==> config.mk <==
export PLATFORM = sky130hd
export DESIGN_NAME = decoder_unit_flat
export DESIGN_NICKNAME = d
export VERILOG_FILES = /design/src/rtl/decoder_if.sv /design/src/rtl/decoder_unit.sv /design/src/flat_wrapper.sv
export SDC_FILE = /design/constraint.sdc
export NUM_CORES = 1
export LEC_CHECK = 0
export BUFFER_PORTS_ARGS = -buffer_cell sky130_fd_sc_hd__buf_2
export CAP_MARGIN = 10
export CORE_UTILIZATION = 30
export DETAILED_ROUTE_END_ITERATION = 10
export HOLD_SLACK_MARGIN = 0.03
export PLACE_DENSITY = 0.53
export SYNTH_ARGS = -nofsm -noshare
export SYNTH_HDL_FRONTEND = slang
export SYNTH_SLANG_ARGS = --single-unit
export TNS_END_PERCENT = 50
==> constraint.sdc <==
create_clock -name clk -period 1.28 [get_ports clk]
set_input_delay 0.064 -clock clk [delete_from_list [all_inputs] [get_ports clk]]
set_output_delay 0.064 -clock clk [all_outputs]
set_load 0.02 [all_outputs]
==> src/rtl/decoder_if.sv <==
// Digit/segment bundle between the timer logic and one 7-segment decoder.
// The master drives the digit code and controls; the slave returns segments.
interface decoder_if;
   logic       enable;
   logic       lamp_test;
   logic [3:0] binary_in;
   logic [6:0] decoder_out;
   logic       valid_out;

   modport master (
      output enable, lamp_test, binary_in,
      input  decoder_out, valid_out
   );

   modport slave (
      input  enable, lamp_test, binary_in,
      output decoder_out, valid_out
   );
endinterface

==> src/rtl/decoder_unit.sv <==
// Registered BCD/hex to 7-segment decoder (bit6=a .. bit0=g), one-clock latency.
// Segment polarity is applied before the output register, so reset/blank/lamp follow it.
module decoder_unit #(
   parameter bit HEX_EN     = 1'b0,
   parameter bit ACTIVE_LOW = 1'b0
) (
   input  logic      clk,
   input  logic      rst,
   decoder_if.slave  bus
);

   localparam logic [6:0] POL       = {7{ACTIVE_LOW}};
   localparam logic [6:0] SEG_BLANK = 7'b000_0000 ^ POL;
   localparam logic [6:0] SEG_ALL   = 7'b111_1111 ^ POL;

   logic [6:0] dec_seg;
   logic       dec_valid;

   // NOTE: every output of a combinational block gets a default first, otherwise unlisted paths infer latches.
   always_comb begin
      dec_seg   = 7'b000_0000;
      dec_valid = 1'b1;
      case (bus.binary_in)
         4'h0: dec_seg = 7'b111_1110;
         4'h1: dec_seg = 7'b011_0000;
         4'h2: dec_seg = 7'b110_1101;
         4'h3: dec_seg = 7'b111_1001;
         4'h4: dec_seg = 7'b011_0011;
         4'h5: dec_seg = 7'b101_1011;
         4'h6: dec_seg = 7'b101_1111;
         4'h7: dec_seg = 7'b111_0000;
         4'h8: dec_seg = 7'b111_1111;
         4'h9: dec_seg = 7'b111_1011;
         4'hA: dec_seg = 7'b111_0111;
         4'hB: dec_seg = 7'b001_1111;
         4'hC: dec_seg = 7'b100_1110;
         4'hD: dec_seg = 7'b011_1101;
         4'hE: dec_seg = 7'b100_1111;
         4'hF: dec_seg = 7'b100_0111;
         default: begin
            dec_seg   = 7'b000_0000;
            dec_valid = 1'b0;
         end
      endcase
      // Letters are only displayable when hex mode is built in.
      if (!HEX_EN && (bus.binary_in > 4'd9)) begin
         dec_seg   = 7'b000_0000;
         dec_valid = 1'b0;
      end
   end

   // NOTE: registers are updated with non-blocking assignments so all flops sample pre-edge values together.
   always_ff @(posedge clk or posedge rst) begin
      if (rst) begin
         bus.decoder_out <= SEG_BLANK;
         bus.valid_out   <= 1'b0;
      end else if (bus.lamp_test) begin
         bus.decoder_out <= SEG_ALL;
         bus.valid_out   <= 1'b0;
      end else if (bus.enable) begin
         bus.decoder_out <= dec_seg ^ POL;
         bus.valid_out   <= dec_valid;
      end
   end

endmodule

==> src/flat_wrapper.sv <==
// flat-port wrapper written by rule: the top's interface ports become plain ports
module decoder_unit_flat 
#(
   parameter bit HEX_EN     = 1'b0,
   parameter bit ACTIVE_LOW = 1'b0
)
  (clk, rst, bus_enable, bus_lamp_test, bus_binary_in, bus_decoder_out, bus_valid_out);
  decoder_if bus_i ();
  input  logic clk;
  input  logic rst;
  input wire logic [$bits(bus_i.enable)-1:0] bus_enable;
  input wire logic [$bits(bus_i.lamp_test)-1:0] bus_lamp_test;
  input wire logic [$bits(bus_i.binary_in)-1:0] bus_binary_in;
  output wire logic [$bits(bus_i.decoder_out)-1:0] bus_decoder_out;
  output wire logic [$bits(bus_i.valid_out)-1:0] bus_valid_out;
  assign bus_i.enable = bus_enable;
  assign bus_i.lamp_test = bus_lamp_test;
  assign bus_i.binary_in = bus_binary_in;
  assign bus_decoder_out = bus_i.decoder_out;
  assign bus_valid_out = bus_i.valid_out;
  decoder_unit #(.HEX_EN(HEX_EN), .ACTIVE_LOW(ACTIVE_LOW)) u_core (.clk(clk), .rst(rst), .bus(bus_i));
endmodule
==> impl_metrics.csv <==
group,metric,value,unit
cts,cts_setup_buffers,0,
sta,max_freq,1040,MHz
final_layout,layout_common_cells,"buf_2 (15), a21oi_1 (13), dfrtp_1 (8)",
sta,finalHoldViolCount,0,
cts,cts_tree,"built",
critical_path,cpPeakStageDelay,0.26,ns
critical_path,endpoint,"u_core.bus.decoder_out[3]",
power_and_ir_drop,ir_worst_vdd,263,uV
sta,finalCritPeriodShare,75.1,%
cts,cts_hold_buf,1,
die,core,0.00173,sq mm
cts,clock_latency,0.25,ns
placement,dp_hpwl,881,microns
sta,timing.setup.tns,0,ns
synthesis,async_reset_ff_share,100,%
sta,worst_pin_slew,0.306,ns
critical_path,crit_cells,6,
die,die_x,45.1,microns
placement,dpl_cell_area,649,sq um
placement,place.gp.congestion,0.797,
sta,slew_headroom,79.6,%
critical_path,r2r_slack,0.48,ns
power_and_ir_drop,leakagePower,0.316,nW
critical_path,ff2ff_path_depth,1,
sta,min_period,0.962,ns
synthesis,synth_edf_count,0,
synthesis,ys.flop_type,"dfrtp_1",
critical_path,path_cells,"buf_2 -> inv_1 -> ha_1 -> o21ba_1 -> o21ai_2 -> o31ai_1",
die,rows,15,
cts,htreeDepth,1,
global_route,grt_pass1_vias,437,
final_layout,antenna_cells,0,
synthesis,synth.distinct_cells,24,
global_route,grt_usage,13.1,%
global_route,grt_pass1_wl,1880,microns
detailed_routing,vias,481,
outcome,status,"complete, no violations",
final_layout,nFillCells,187,
power_and_ir_drop,power_density,925,mW/mm^2
final_layout,final_area,682,sq um
critical_path,critPathKind,"in2reg",
critical_path,crit_required,1.40,ns
synthesis,syn_avg_cell_area,9.00,sq um
detailed_routing,route.detailed.drc,0,
detailed_routing,wl_per_cell,10.7,microns
die,pin_count,16,
final_layout,final_nets,95,
cts,cts_num_sinks,8,
synthesis,synth_fp_nets,76,
final_layout,drive_above_1_share,29.1,%
detailed_routing,wirelength,1120,microns
critical_path,end_kind,"flop",
detailed_routing,drt_first_pass_iters,4,
synthesis,synth-seq-cells,8,
detailed_routing,viasPerCell,4.63,
sta,fin_skew,0,ns
synthesis,syn_area,558,sq um
critical_path,crit_slowest_cell,"o21ai_2",
placement,port_buffers,15,
cts,cts_resized,0,
synthesis,ys.warnings.count,0,
critical_path,r2r_end,"u_core.bus.decoder_out[2]",
cts,cts_buffer_depth,2,
global_route,grt_overflow,0,
cts,cts_buffers,3,
critical_path,critPathTopFamily,"compound AO/OA/AOI/OAI gates",
critical_path,crit_path_max_fanout,7,
critical_path,startpoint,"bus_binary_in[0]",
final_layout,syn_to_final_growth,22.2,%
cts,root_buffer,"clkbuf_4",
die,dieArea,0.00204,sq mm
sta,finalSetupViolCount,0,
hold_path,hold_path_depth,2,
detailed_routing,first_iter_violations,7,
sta,rsz0062_at_grt,"no",
synthesis,yosysSeqAreaShare,35.9,%
critical_path,cp.buffers_inverters,2,
job,cap_viol_max_count,0,
final_layout,mostFrequentLayoutCell,"buf_2",
die,die_height,45.1,microns
critical_path,worstPathArrival,1.08,ns
cts,clk_pin_slew,0.05,ns
detailed_routing,postRouteAntennaNets,0,
hold_path,hold_path_class,"in2reg",
critical_path,critPathLaunchType,"input pin",
die,start_util,32.3,%
synthesis,synthCells,62,
global_route,grt_max_degree,15,
critical_path,r2r_start,"u_core.bus.decoder_out[2]",
global_route,antenna_found_initial,0,
sta,final-max-slew-violation-count,0,
## state kept, by name, summed over array words and instances (netlist names)
name and flops:
u_core.bus.decoder_out 7, u_core.bus.valid_out 1
## layer usage
metal,GRT usage (%),wire [microns]
met1,16.7,537
met2,18.6,485
met3,4.00,80
met4,9.09,13
met5,0,0
## worst min-delay path by stage
stage                  startpoint                   endpoint  slack [ns]
global route        bus_lamp_test       u_core.bus.valid_out         0.1
CTS                 bus_lamp_test       u_core.bus.valid_out        0.08
detailed placement            rst  u_core.bus.decoder_out[5]        0.03
finish              bus_lamp_test       u_core.bus.valid_out        0.09
floorplan                     rst  u_core.bus.decoder_out[0]       -0.12
global placement              rst       u_core.bus.valid_out        0.02
## through the flow
stage          utilization (%)  cells  worst slack [ns]  hold WS (ns)  power [mW]
2_1_floorplan                -     62             0.319        -0.120       0.400
3_3_place_gp              37.6    100             0.114        0.0189       0.449
3_5_place_dp              37.6    100            0.0540        0.0274       0.450
4_1_cts                   39.5    104             0.319        0.0819       0.642
5_1_grt                   39.5    104             0.224        0.0955       0.682
6_report                  39.5    104             0.318        0.0867       0.631
## cells by family after synthesis
kind of cell               Yosys count  synth area share, %
and+or+nand+nor                     10                 11.2
DFF                                  8                 35.9
AOI/OAI and AO/OA                   26                 27.4
xor gates and xnor gates             1                 1.57
adders and majority gates            6                 13.5
buffers and inverters               10                 8.74
muxes                                1                 1.79
## cells in the mapped netlist (2+ instances only)
library cell / instances / area, sq um
o21ai_1: 6 / 30.0
dfrtp_1: 8 / 200
inv_1: 7 / 26.3
ha_1: 6 / 75.1
a211oi_1: 2 / 15.0
a21oi_1: 13 / 65.1
nand2_1: 3 / 11.3
## power by group
group	internal (mW)	leakage, nW	total (mW)	switching [mW]
logic	0.0641	0.217	0.164	0.100
clock network	0.107	0.0138	0.184	0.0777
registers	0.273	0.0854	0.282	0.00917
total	0.444	0.316	0.631	0.187
## final cells by class
class                      instances  area, sq um  share of cell area [%]
clock buffer                       3         22.5                    3.30
multi-input combinational         44          309                    45.3
sequential                         8          200                    29.4
inverter                           7         26.3                    3.85
tap                               25         31.3                    4.59
timing repair buffer              17         92.6                    13.6
Power figures use the tool's default switching activity.
